**config.mk**
```make
export PLATFORM = sky130hd
export DESIGN_NAME = cache_admit_flat
export DESIGN_NICKNAME = d
export VERILOG_FILES = /design/src/rtl/cache_admit_if.sv /design/src/rtl/cache_admit.sv /design/src/flat_wrapper.sv
export SDC_FILE = /design/constraint.sdc
export NUM_CORES = 1
export LEC_CHECK = 0
export ABC_AREA = 1
export BUFFER_PORTS_ARGS = -buffer_cell sky130_fd_sc_hd__buf_2
export CAP_MARGIN = 20
export CORE_UTILIZATION = 55
export DETAILED_ROUTE_END_ITERATION = 10
export PLACE_DENSITY_LB_ADDON = 0.2
export SLEW_MARGIN = 40
export SYNTH_ARGS = -nofsm -noshare
export SYNTH_HDL_FRONTEND = slang
export SYNTH_SLANG_ARGS = --single-unit
```
**constraint.sdc**
```tcl
create_clock -name clk -period 22 [get_ports clk]
set_input_delay 3.3 -clock clk [delete_from_list [all_inputs] [get_ports clk]]
set_output_delay 3.3 -clock clk [all_outputs]
set_load 0.01 [all_outputs]
```
**src/rtl/cache_admit_if.sv**
```systemverilog
// Packet stream into the admission stage and the beat/commit stream out to data_cache.
interface cache_admit_if;
    logic         in_pkt_data_wr;
    logic [133:0] in_pkt_data;
    logic [4:0]   in_free_id_count;
    logic         out_data_cache_data_wr;
    logic [133:0] out_data_cache_data;
    logic         out_data_cache_valid_wr;
    logic         out_data_cache_valid;

    modport master (
        output in_pkt_data_wr, in_pkt_data, in_free_id_count,
        input  out_data_cache_data_wr, out_data_cache_data,
        input  out_data_cache_valid_wr, out_data_cache_valid
    );

    modport slave (
        input  in_pkt_data_wr, in_pkt_data, in_free_id_count,
        output out_data_cache_data_wr, out_data_cache_data,
        output out_data_cache_valid_wr, out_data_cache_valid
    );
endinterface

```
**src/rtl/cache_admit.sv**
```systemverilog
// Ingress admission in front of data_cache: drops packets when IDs run short,
// repairs malformed packets and emits the valid/valid_wr commit one cycle after the closing beat.
module cache_admit #(
    parameter int MAX_BEATS      = 128,
    parameter int FREE_ID_THRESH = 2,
    parameter int CNT_W          = 32
) (
    input  logic             clk,
    input  logic             rst,
    cache_admit_if.slave     bus,
    output logic [CNT_W-1:0] out_good_pkt_cnt,
    output logic [CNT_W-1:0] out_drop_pkt_cnt,
    output logic [CNT_W-1:0] out_err_pkt_cnt
);
    localparam int BC_W = $clog2(MAX_BEATS + 1);
    localparam logic [4:0]      THRESH    = 5'(FREE_ID_THRESH);
    localparam logic [BC_W-1:0] LAST_BEAT = BC_W'(MAX_BEATS - 1);

    localparam logic [1:0] T_SINGLE = 2'b00;
    localparam logic [1:0] T_HEAD   = 2'b01;
    localparam logic [1:0] T_TAIL   = 2'b10;
    localparam logic [1:0] T_MID    = 2'b11;

    typedef enum logic [1:0] {IDLE, FWD, DROP} state_t;

    state_t          state, state_nxt;
    logic [BC_W-1:0] beat_cnt, beat_nxt;
    logic            fwd, commit, commit_ok;
    logic            inc_good, inc_drop, inc_err;
    logic [133:0]    fwd_data;
    logic            commit_q, commit_ok_q;

    logic [1:0]   typ;
    logic         admit;
    logic [133:0] closed_data;

    assign typ   = bus.in_pkt_data[133:132];
    assign admit = bus.in_free_id_count >= THRESH;
    // Forced close of a broken packet: tail marker, full 16 bytes, payload kept.
    assign closed_data = {T_TAIL, 4'hF, bus.in_pkt_data[127:0]};

    function automatic logic [CNT_W-1:0] sat_inc(input logic [CNT_W-1:0] c, input logic en);
        return (en && !(&c)) ? c + CNT_W'(1) : c;
    endfunction

    always_comb begin
        state_nxt = state;
        beat_nxt  = beat_cnt;
        fwd       = 1'b0;
        fwd_data  = bus.in_pkt_data;
        commit    = 1'b0;
        commit_ok = 1'b0;
        inc_good  = 1'b0;
        inc_drop  = 1'b0;
        inc_err   = 1'b0;
        if (bus.in_pkt_data_wr) begin
            case (state)
                IDLE: begin
                    case (typ)
                        T_HEAD: begin
                            if (admit) begin
                                fwd       = 1'b1;
                                beat_nxt  = BC_W'(1);
                                state_nxt = FWD;
                            end else begin
                                inc_drop  = 1'b1;
                                state_nxt = DROP;
                            end
                        end
                        T_SINGLE: begin
                            if (admit) begin
                                fwd       = 1'b1;
                                fwd_data  = {T_TAIL, bus.in_pkt_data[131:0]};
                                commit    = 1'b1;
                                commit_ok = 1'b1;
                                inc_good  = 1'b1;
                            end else begin
                                inc_drop  = 1'b1;
                            end
                        end
                        default: inc_err = 1'b1;
                    endcase
                end
                FWD: begin
                    fwd = 1'b1;
                    if (typ == T_TAIL) begin
                        commit    = 1'b1;
                        commit_ok = 1'b1;
                        inc_good  = 1'b1;
                        beat_nxt  = '0;
                        state_nxt = IDLE;
                    end else if (typ != T_MID || beat_cnt == LAST_BEAT) begin
                        // Missing tail or oversize: close what we have and discard it.
                        fwd_data  = closed_data;
                        commit    = 1'b1;
                        inc_err   = 1'b1;
                        beat_nxt  = '0;
                        state_nxt = DROP;
                    end else begin
                        beat_nxt  = beat_cnt + BC_W'(1);
                    end
                end
                DROP: begin
                    if (typ == T_TAIL || typ == T_SINGLE)
                        state_nxt = IDLE;
                end
                default: state_nxt = IDLE;
            endcase
        end
    end

    always_ff @(posedge clk or posedge rst) begin
        if (rst) begin
            state                       <= IDLE;
            beat_cnt                    <= '0;
            bus.out_data_cache_data_wr  <= 1'b0;
            bus.out_data_cache_data     <= '0;
            commit_q                    <= 1'b0;
            commit_ok_q                 <= 1'b0;
            bus.out_data_cache_valid_wr <= 1'b0;
            bus.out_data_cache_valid    <= 1'b0;
            out_good_pkt_cnt            <= '0;
            out_drop_pkt_cnt            <= '0;
            out_err_pkt_cnt             <= '0;
        end else begin
            state                      <= state_nxt;
            beat_cnt                   <= beat_nxt;
            bus.out_data_cache_data_wr <= fwd;
            if (fwd)
                bus.out_data_cache_data <= fwd_data;
            // Commit trails the closing beat's output by one cycle.
            commit_q                    <= commit;
            commit_ok_q                 <= commit_ok;
            bus.out_data_cache_valid_wr <= commit_q;
            bus.out_data_cache_valid    <= commit_q & commit_ok_q;
            out_good_pkt_cnt            <= sat_inc(out_good_pkt_cnt, inc_good);
            out_drop_pkt_cnt            <= sat_inc(out_drop_pkt_cnt, inc_drop);
            out_err_pkt_cnt             <= sat_inc(out_err_pkt_cnt, inc_err);
        end
    end
endmodule

```
**src/flat_wrapper.sv**
```systemverilog
// flat-port wrapper written by rule: the top's interface ports become plain ports
module cache_admit_flat 
#(
    parameter int MAX_BEATS      = 128,
    parameter int FREE_ID_THRESH = 2,
    parameter int CNT_W          = 32
)
  (clk, rst, out_good_pkt_cnt, out_drop_pkt_cnt, out_err_pkt_cnt, bus_in_pkt_data_wr, bus_in_pkt_data, bus_in_free_id_count, bus_out_data_cache_data_wr, bus_out_data_cache_data, bus_out_data_cache_valid_wr, bus_out_data_cache_valid);
  cache_admit_if bus_i ();
  input  logic clk;
  input  logic rst;
  output logic [CNT_W-1:0] out_good_pkt_cnt;
  output logic [CNT_W-1:0] out_drop_pkt_cnt;
  output logic [CNT_W-1:0] out_err_pkt_cnt;
  input wire logic [$bits(bus_i.in_pkt_data_wr)-1:0] bus_in_pkt_data_wr;
  input wire logic [$bits(bus_i.in_pkt_data)-1:0] bus_in_pkt_data;
  input wire logic [$bits(bus_i.in_free_id_count)-1:0] bus_in_free_id_count;
  output wire logic [$bits(bus_i.out_data_cache_data_wr)-1:0] bus_out_data_cache_data_wr;
  output wire logic [$bits(bus_i.out_data_cache_data)-1:0] bus_out_data_cache_data;
  output wire logic [$bits(bus_i.out_data_cache_valid_wr)-1:0] bus_out_data_cache_valid_wr;
  output wire logic [$bits(bus_i.out_data_cache_valid)-1:0] bus_out_data_cache_valid;
  assign bus_i.in_pkt_data_wr = bus_in_pkt_data_wr;
  assign bus_i.in_pkt_data = bus_in_pkt_data;
  assign bus_i.in_free_id_count = bus_in_free_id_count;
  assign bus_out_data_cache_data_wr = bus_i.out_data_cache_data_wr;
  assign bus_out_data_cache_data = bus_i.out_data_cache_data;
  assign bus_out_data_cache_valid_wr = bus_i.out_data_cache_valid_wr;
  assign bus_out_data_cache_valid = bus_i.out_data_cache_valid;
  cache_admit #(.MAX_BEATS(MAX_BEATS), .FREE_ID_THRESH(FREE_ID_THRESH), .CNT_W(CNT_W)) u_core (.clk(clk), .rst(rst), .bus(bus_i), .out_good_pkt_cnt(out_good_pkt_cnt), .out_drop_pkt_cnt(out_drop_pkt_cnt), .out_err_pkt_cnt(out_err_pkt_cnt));
endmodule
```
==> impl_metrics.json <==
{
  "nets": 2168,
  "drtPass1Iterations": 5,
  "io_buffer_count": 373,
  "holdPathStages": 0,
  "cts_tree": "done",
  "core_mm2": 0.0218,
  "path_max_fanout": 73,
  "seq_area_frac_synth_pct": 50.0,
  "synth_area_leaders": "dfrtp_1, nand2_1, nor2_1",
  "leakagePower_nw": 8.38,
  "dpl_cell_area_mm2": 0.0142,
  "synth_edf_count": 0,
  "crit_end": "u_core.bus.out_data_cache_data[32]",
  "worstSetupPathType": "in2reg",
  "rr_endpoint": "u_core.bus.out_data_cache_data[32]",
  "setup-violations-final": 0,
  "clock_sinks": 245,
  "rrSetupSlack_ns": 19.01,
  "final-hold-violation-count": 0,
  "maxCapViolations": 0,
  "drc": 0,
  "startpoint_type": "input port",
  "min_path_type": "reg2reg",
  "ys_ff_latch": 245,
  "gp_congestion": 0.935,
  "clock_skew_ns": 0.0153,
  "drive_gt1_share_pct": 22.7,
  "final_max_slew_viol_count": 0,
  "die_h_um": 151,
  "cp-startpoint": "bus_in_free_id_count[1]",
  "vdd_drop_max_v": 0.0000701,
  "fin_ws_ns": 16.63,
  "critical_path_required_ns": 22.45,
  "syn_area_per_cell_um2": 7.37,
  "die_w_um": 151,
  "cts.path.max_buffers": 3,
  "dpl_worst_slack_ns": 16.11,
  "pin_count": 375,
  "clk_latency_ns": 0.53,
  "min_period_over_period_pct": 24.4,
  "avgViaCountPerCell": 5.01,
  "max_freq_mhz": 186,
  "design_area_mm2": 0.0151,
  "route.vias.total": 11625,
  "grt-ovfl-total": 0,
  "r2r_start": "u_core.state[1]",
  "num_rows": 54,
  "regArea_mm2": 0.00613,
  "synth_top_area_share_pct": 50.0,
  "grt_max_degree": 122,
  "grt_pass1_wl_um": 52000,
  "root_buffer": "clkbuf_16",
  "cts_htree_levels": 1,
  "arrival_ns": 5.82,
  "synth_top_area_cell": "dfrtp_1",
  "tns_ns": 0,
  "post-cts-setup-buffer-count": 0,
  "die-area_mm2": 0.0229,
  "slew_headroom_pct": 49.9,
  "hpwl_um": 24100,
  "hold_start": "u_core.commit_q",
  "cts.clk_slew.worst_paths_ns": 0.06,
  "drt.antenna.violating_nets": 0,
  "tightest_slew_ns": 0.751,
  "area_growth_pct": 23.5,
  "grt_setup_unrepaired": "no",
  "grtUsageTotal_pct": 28.3,
  "power_density_mw_per_mm2": 107,
  "postCtsHoldBufs": 0,
  "layout_min_cycle_time_ns": 5.37,
  "status": "finished, final reports clean",
  "synthCells": 1663,
  "syn_area_mm2": 0.0123,
  "ys.warnings.count": 0,
  "drtIter0Drc": 563,
  "cp-end-kind": "register",
  "totalWireLength_um": 33600,
  "grt_pass1_vias": 10777,
  "n_fill_cell": 1890,
  "start_util_pct": 56.2,
  "synthArstFlopShare_pct": 100,
  "cts_resized": 0,
  "wl_per_cell_um": 14.4,
  "antenna_found_initial": 4,
  "cts-buffers-inserted": 27,
  "ff2ff_path_depth": 8,
  "synth_ff_type": "dfrtp_1",
  "ys_types": 34,
  "synth_fp_nets": 1809,
  "multiInputGateArea_mm2": 0.00562
}
[Yosys cell counts, types with 9 or more instances]
cell type and number:
nand2_2 9, nand3b_1 40, nor2_1 168, buf_2 23, xor2_1 30, nand3_1 18
inv_1 50, dfrtp_1 245, nand2_1 960, xnor2_1 19, buf_4 11, o21ai_0 11
[cell usage in the layout (no fill, tap or decap), types with 3 or more instances in the layout]
master      instances
nand2_1           960
nand2_4             3
clkbuf_8            5
buf_2             373
nand4_1             7
xor2_1             30
diode_2             3
clkinv_2            3
ha_1                4
nand3_2             3
o21ai_1             7
dfrtp_1           245
nor3_1              5
clkbuf_16          27
nor2_2              7
xnor2_1            19
nor2_1            167
clkinvlp_4          4
nor2_4              6
clkbuf_1            4
nand2_2             8
inv_1              49
o21ai_2             4
nand3b_1           40
nand3_1            18
inv_2               7
o21ai_0            11
a21oi_1             6
bufinv_16           3
[per-stage QoR]
step / std cells / hold WS, ns / total power, mW / utilization [%]
after global routing: 2321 / 0.417 / 1.72 / 69.4
after detailed placement: 2273 / 0.381 / 1.17 / 65.2
after CTS: 2319 / 0.405 / 1.63 / 69.3
final: 2322 / 0.403 / 1.62 / 69.4
after floorplan: 1663 / 0.354 / 0.962 / -
after global placement: 2273 / 0.367 / 1.15 / 65.2
[per-layer routing]
metal,GRT usage (%),wire length (um),up-vias
met4,12.0,1490,4
met2,46.8,15900,416
met3,5.51,2320,103
li1,-,-,5799
met1,36.2,13800,5303
met5,0,26,-
[logic make-up (layout without fill, tap and decap cells)]
family / after synthesis / in the layout / synth area share (%)
AO/OA/AOI/OAI: 32 / 32 / 1.52
XOR/XNOR: 49 / 49 / 3.50
adder cells (fa/ha/maj): 4 / 4 / 0.408
buffers and inverters: 106 / 482 / 4.31
flip-flops: 245 / 245 / 50.0
other: 0 / 3 / 0
AND/OR/NAND/NOR: 1227 / 1227 / 40.3
[report_power, final]
part	internal, mW	switching (mW)
combinational	0.180	0.322
clock	0.276	0.179
sequential	0.583	0.0792
[layout make-up]
class / count / area share [%]
tap: 280 / 2.31
timing repair buffer: 377 / 12.6
multi-input combinational: 1312 / 37.1
clock buffer: 36 / 5.02
inverter: 59 / 1.56
antenna: 3 / 0.0496
clock inverter: 10 / 0.892
sequential: 245 / 40.5
[state kept, by name, indices dropped and copies added, names as in the netlist, 2 cells and up]
signal,count
u_core.bus.out_data_cache_data,134
u_core.out_drop_pkt_cnt,32
u_core.out_err_pkt_cnt,32
u_core.out_good_pkt_cnt,32
u_core.beat_cnt,8
u_core.state,2
[worst max-delay path, cell delays in order]
cell     delay [ns]
buf_2          0.10
inv_1          0.05
nand3_1        0.17
nand3_1        0.10
nand2_1        0.11
nand2_4        0.35
inv_4          0.63
buf_4          0.68
nand2_1        0.16
nand2_1        0.11
[how the worst min path moves through the flow]
| stage | endpoint | slack [ns] |
|---|---|---|
| 4_1_cts | u_core.bus.out_data_cache_valid_wr | 0.40 |
| 6_report | u_core.bus.out_data_cache_valid_wr | 0.40 |
| 5_1_grt | u_core.bus.out_data_cache_valid_wr | 0.42 |
| 2_1_floorplan | u_core.bus.out_data_cache_valid_wr | 0.35 |
| 3_5_place_dp | u_core.bus.out_data_cache_valid_wr | 0.38 |
| 3_3_place_gp | u_core.bus.out_data_cache_valid_wr | 0.37 |
Note: power is estimated with default switching activity, not from simulation.
